### src/rtl/neuron_pkg.sv
// neuron_pkg: Q8.24 constants, FSM state type and sign-extension helper shared by the neuron datapath
package neuron_pkg;
    localparam int          FRAC_BITS = 24;
    localparam logic [31:0] Q_ONE     = 32'h0100_0000;
    localparam logic [31:0] Q_MAX     = 32'h7FFF_FFFF;
    localparam logic [31:0] Q_MIN     = 32'h8000_0000;

    typedef enum logic {ACC, OUT} state_t;

    function automatic logic [63:0] sign_ext(input logic [31:0] v);
        return {{32{v[31]}}, v};
    endfunction
endpackage

### src/rtl/fixed_mul_q824.sv
// fixed_mul_q824: combinational signed Q8.24 multiply, full 64-bit product floored right by FRAC_BITS
//   a, b : signed 32-bit operands
//   p    : 64-bit product arithmetic-shifted right by FRAC_BITS (no rounding)
module fixed_mul_q824
    import neuron_pkg::*;
(
    input  logic [31:0] a,
    input  logic [31:0] b,
    output logic [63:0] p
);
    logic signed [63:0] full;

    assign full = $signed(sign_ext(a)) * $signed(sign_ext(b));
    assign p    = full >>> FRAC_BITS;
endmodule

### src/rtl/neuron_weighted_sum.sv
// neuron_weighted_sum: sequential MAC producing z = bias + sum(x*w) in Q8.24 for the tanh stage
//   clk, rst             : clock, asynchronous active-high reset
//   in_valid / in_ready  : input pair handshake (in_ready decoded from state only)
//   x, w                 : signed Q8.24 activation and weight
//   bias                 : signed Q8.24 bias, used on the first beat of a group only
//   out_valid / out_ready: result handshake
//   z_value              : signed Q8.24 pre-activation result
//   sat_flag             : result was clamped (only when NEURON_WEIGHTED_SUM_SAT_EN is defined)
// Macro NEURON_WEIGHTED_SUM_SAT_EN selects saturating output formatting instead of wrap.
module neuron_weighted_sum
    import neuron_pkg::*;
#(
    parameter int N_INPUTS  = 4,
    parameter int FRAC_BITS = 24,
    parameter int ACC_W     = 64
) (
    input  logic        clk,
    input  logic        rst,
    input  logic        in_valid,
    output logic        in_ready,
    input  logic [31:0] x,
    input  logic [31:0] w,
    input  logic [31:0] bias,
    output logic        out_valid,
    input  logic        out_ready,
`ifdef NEURON_WEIGHTED_SUM_SAT_EN
    output logic        sat_flag,
`endif
    output logic [31:0] z_value
);
    state_t state, state_next;
    logic [15:0]             cnt;
    logic signed [ACC_W-1:0] acc;
    logic signed [ACC_W-1:0] sum;
    logic [63:0]             p;
    logic                    beat;
    logic                    last;
    logic                    fits;
    logic [31:0]             fmt;

    fixed_mul_q824 u_mul (.a(x), .b(w), .p(p));

    assign in_ready  = state == ACC;
    assign out_valid = state == OUT;
    assign beat      = in_valid && in_ready;
    assign last      = cnt == 16'(N_INPUTS - 1);
    assign sum       = (cnt == 16'd0 ? ACC_W'($signed(sign_ext(bias))) : acc) + ACC_W'($signed(p));
    // The sum fits in 32 bits when every bit above bit 31 matches the sign bit.
    assign fits      = sum[ACC_W-1:31] == {(ACC_W-31){sum[31]}};

`ifdef NEURON_WEIGHTED_SUM_SAT_EN
    assign fmt = fits ? sum[31:0] : (sum[ACC_W-1] ? Q_MIN : Q_MAX);
`else
    assign fmt = sum[31:0];
`endif

    always_ff @(posedge clk or posedge rst) begin
        if (rst)
            state <= ACC;
        else
            state <= state_next;
    end

    always_comb begin
        state_next = state;
        if (state == ACC)
            state_next = (beat && last) ? OUT : ACC;
        else
            state_next = out_ready ? ACC : OUT;
    end

    always_ff @(posedge clk or posedge rst) begin
        if (rst) begin
            cnt     <= '0;
            acc     <= '0;
            z_value <= '0;
        end else if (beat) begin
            acc <= sum;
            cnt <= last ? 16'd0 : cnt + 16'd1;
            if (last)
                z_value <= fmt;
        end
    end

`ifdef NEURON_WEIGHTED_SUM_SAT_EN
    always_ff @(posedge clk or posedge rst) begin
        if (rst)
            sat_flag <= 1'b0;
        else if (beat && last)
            sat_flag <= !fits;
        else if (state == OUT && out_ready)
            sat_flag <= 1'b0;
    end
`endif
endmodule
### config.mk
export PLATFORM = sky130hd
export DESIGN_NAME = neuron_weighted_sum
export DESIGN_NICKNAME = d
export VERILOG_FILES = /design/src/rtl/neuron_pkg.sv /design/src/rtl/fixed_mul_q824.sv /design/src/rtl/neuron_weighted_sum.sv
export SDC_FILE = /design/constraint.sdc
export NUM_CORES = 2
export LEC_CHECK = 0
export CAP_MARGIN = 20
export CORE_MARGIN = 4
export CORE_UTILIZATION = 24
export CTS_CLUSTER_SIZE = 28
export DETAILED_ROUTE_END_ITERATION = 12
export PLACE_DENSITY = 0.35
export SYNTH_ARGS = -nofsm -noshare
export SYNTH_HDL_FRONTEND = slang
export SYNTH_HIERARCHICAL = 1
export SYNTH_SLANG_ARGS = --single-unit
### constraint.sdc
create_clock -name clk -period 4.5 [get_ports clk]
set_clock_uncertainty 0.15 [all_clocks]
set_input_delay 1.125 -clock clk [delete_from_list [all_inputs] [get_ports clk]]
set_output_delay 1.125 -clock clk [all_outputs]
set_load 0.01 [all_outputs]
Word-level counts from Yosys, hierarchy flattened
Cells that the tools add are included.
- $add $sub $neg: 2
- multipliers: 1
- equality and inequality tests: 1
- muxes and demuxes: 5
- bitwise operators: 1
- reductions and logical operators: 4
- operator list (cell ; number):
    adder 64 x 40 -> 64 bit ; 1
    multiplier 32 x 32 -> 64 bit ; 1
    2-to-1 mux 64 bit ; 1
    adder 16 x 1 -> 16 bit (second input constant) ; 1
    equality test 16 x 2 -> 1 bit (second input constant) ; 1
    zero test 16 bit ; 1
    2-to-1 mux 16 bit ; 1
    2-to-1 mux 1 bit ; 3
    logical AND 1 bit ; 2
    AND reduction 2 bit ; 1
    inverter 1 bit ; 1
- bits in registers: 113
- bits of input ports: 100
- logic and storage cells: 18

Logic depth before layout (Yosys ltp)
- depth in word-level cells: 5
- gate-level depth with buffers: 38
- mapped depth without buffers: 36

Hierarchy
The synthesis kept the hierarchy.
- by module, submodules not included (module ; times used ; cells each ; area each (um^2) ; seq. area each (um^2)):
    fixed_mul_q824 ; 1 ; 3785 ; 35625.4 ; 0.0
    neuron_weighted_sum ; 1 ; 569 ; 5180.0 ; 2026.9

Worst setup path before layout
Ideal clock, no wire load.
- path kind: in2reg
- start: input w[2]
- end: register z_value[24]
- setup time: 92 ps
- arrival time: 9283 ps
- data required time: 4258 ps
- path slack: -5024 ps
- cell stages on the path: 33
- buffers on the path: 1
- path through: clkbuf_1 nand2_1 fa_1 fa_1 fa_1 fa_1 inv_1 fa_1 inv_1 fa_1 inv_1 fa_1 inv_1 fa_1 inv_1 ha_1 nand2_1 nor2_1 a211oi_1 or3b_2 o21ai_1 or2_2 nor2b_1 xnor2_1 ha_1 nor2_1 a211o_1 a31o_4 a211oi_4 o311ai_4 a211o_1 and3_4 o31ai_2
- longest elaborated chain between the ends: 2
- RTL lines (element ; RTL line ; RTL):
    start: declaration ; neuron_weighted_sum.sv:22 ; input logic [31:0] w,
    multiplier 32 x 32 -> 64 bit ; fixed_mul_q824.sv:13 ; assign full = $signed(sign_ext(a)) * $signed(sign_ext(b));
    via p[7] ; neuron_weighted_sum.sv:35 ; logic [63:0] p;
    adder 64 x 40 -> 64 bit ; neuron_weighted_sum.sv:47 ; assign sum = (cnt == 16'd0 ? ACC_W'($signed(sign_ext(bias))) : acc) + ACC_W'($signed(p));
    end signal: assignment ; neuron_weighted_sum.sv:81 ; z_value <= fmt;
    end: declaration ; neuron_weighted_sum.sv:29 ; output logic [31:0] z_value
The timed path passes the listed nets, and every way through them passes these cells.
A chain may end at the register's enable or synchronous reset.

Worst setup path after layout
- start: input w[5]
- end: register acc[28]
- longest elaborated chain between the ends: 2
- RTL lines (element ; RTL line ; RTL):
    multiplier 32 x 32 -> 64 bit ; fixed_mul_q824.sv:13 ;
    via p[13] ; neuron_weighted_sum.sv:35 ;
    adder 64 x 40 -> 64 bit ; neuron_weighted_sum.sv:47 ;
    end signal: assignment ; neuron_weighted_sum.sv:78 ; acc <= sum;
    end: declaration ; neuron_weighted_sum.sv:33 ; logic signed [ACC_W-1:0] acc;
The timed path passes the listed nets, and every way through them passes these cells.

==> key figures <==
Final layout
  • Commonest non-fill, non-tap cell in the layout: fa_1
  • Nets: 6020
  • Share of cells above drive strength 1: 24.51%
  • Area occupied by registers: 2027 sq um
  • Area grow syn2layout: 32.19%
  • FILL cells: 16560
  • Area occupied by multi-input gates: 33600 sq um
  • Most frequent cells in the layout: fa_1, inv_1, nand2_1, buf_4, and2_1

Clock network
  • TritonCTS clock tree: done
  • CTS buffer count: 9
  • Clock Path Buffers: 2
  • Hold Buf Count CTS: 0
  • CTS clk-pin slew, worst paths: 0.08 ns
  • Clock root cell: clkbuf_16
  • CTS H-tree lvls: 3
  • Clock latency at the later pin of the worst-skew pair: 0.35 ns
  • Total clock sinks: 81

Hold path
  • Worst Hold Class: flip-flop to flip-flop

Placed design
  • Post-DP HPWL: 109700 um
  • Number of port buffers: 133
  • GPL Wtd Cong: 0.7806

Floorplan
  • Die height: 406.2 um
  • Core area: 156900 sq um
  • Die width: 406.2 um
  • Initial Utilization: 24.25%
  • # IOs: 134
  • Row count: 145
  • Die ar.: 165000 sq um

Global routing
  • Largest net degree at the start of global routing: 45
  • Grt total ovfl: 0
  • Total global routing track utilization: 16.36%
  • Met2 Track Usage GR: 31.10%
  • Met3 usage: 0.4870%
  • Number of global-route vias before repair: 32300
  • Most used routing layer: met2
  • Initial antenna violation count: 8
  • M1 GR Usage: 21.24%
  • First-pass GRT wire length: 203100 um

STA
  • Hold WS: 0.3204 ns
  • Max Transition Viols Final: 0
  • Worst rel slew slack: 43.63%
  • Final period util: 215.9%
  • Fin worst setup slack: -5.217 ns
  • Fin. Hold Viols: 0
  • RSZ-0062 raised after global routing: true
  • Min Tclk post-route: 9.717 ns
  • Peak Freq: 102.9 MHz
  • Least-Margin Pin Slew: 0.8426 ns
  • Endpoints failing setup: 64

Run status
  • Status: finished, violations left
  • Violated checks: negative setup slack

Synth
  • Area of the mapped netlist: 38060 sq um
  • Ys Warns: 6
  • Post-Syn Area per Cell: 9.304 sq um
  • Synth Instances: 4090
  • Syn Nets: 5395

Worst setup path
  • CP dominant cell by count: fa_1
  • CP max-delay cell: fa_2
  • Worst setup EP type: flip-flop
  • Top cell family by delay on the critical path: adder cells
  • Critical path peak fanout: 8
  • Largest stage delay on the critical path: 0.57 ns
  • WS Path Type: input port to flip-flop
  • CP bufs+invs: 8
  • Crit path arrival time: 9.82 ns
  • CP Data Required Time: 4.60 ns
  • CP startpoint kind: input port

Detailed routing
  • ANT nets after route: 0
  • DRC: 0
  • DR iter-0 viols: 903
  • Vias: 28480
  • DR pass1 iterations: 5
  • Wirelength per Cell: 19.48 um
  • Post-Route WL: 132100 um
  • Via/cell ratio: 4.200

Run
  • MaxCap Viol Count: 0
-- registers in the layout, indices dropped and copies added, names as in the netlist --
name	cells
cnt	16
acc	32
out_valid	1
z_value	32
-- final timing paths --
kind / from / depth (start not counted) / to / slack, ns
min in group asynchronous: rst / 2 / z_value[9] / 1.09
max in group asynchronous: rst / 3 / acc[1] / 2.39
setup / recovery: w[5] / 34 / acc[28] / -5.22
setup reg to reg: cnt[11] / 14 / z_value[30] / 0.34
hold reg to reg: acc[17] / 2 / acc[17] / 0.32
hold / removal: acc[17] / 2 / acc[17] / 0.32
-- stage by stage --
stage	instances	util (%)	setup WS, ns	area (sq um)	TNS, ns
floorplan	4090	-	-4.728	38540	-255.41
global placement	6628	29.66	-6.353	46550	-373.10
detailed placement	6628	29.66	-6.410	46550	-373.19
CTS	6754	31.36	-5.333	49210	-309.30
global route	6778	32.05	-5.493	50300	-320.87
finish	6780	32.06	-5.217	50310	-301.86
-- repair_timing --
action                                  in CTS  in global routing
pin swaps                                  169                231
endpoints found under the setup margin      64                 64
gates cloned                                16                  2
buffers inserted                           100                 34
gates resized for setup                    360                287
-- layer usage --
layer,vias up,part of all wire (%)
li1,13160,-
met1,14960,43
met2,297,54
met3,62,1.4
met4,0,1.2
met5,-,0
-- final cells by class --
class                           count  area share, %
Inverter                          915          6.830
Sequential cell                    81          4.029
Tap cell                         2058          5.119
Timing Repair Buffer              835          16.57
Clock inverter                      5         0.1691
Clock buffer                       11         0.4825
Multi-Input combinational cell   2873          66.79
Antenna cell                        2       0.009949
-- worst min-delay path, stage by stage, from the launching register on --
cell and delay, ns:
dfrtp_1 0.34, nand2_1 0.06, o21ai_2 0.05
Power is not shown: default switching activity piles up to over one toggle a cycle in this logic, so the estimate is an artifact.
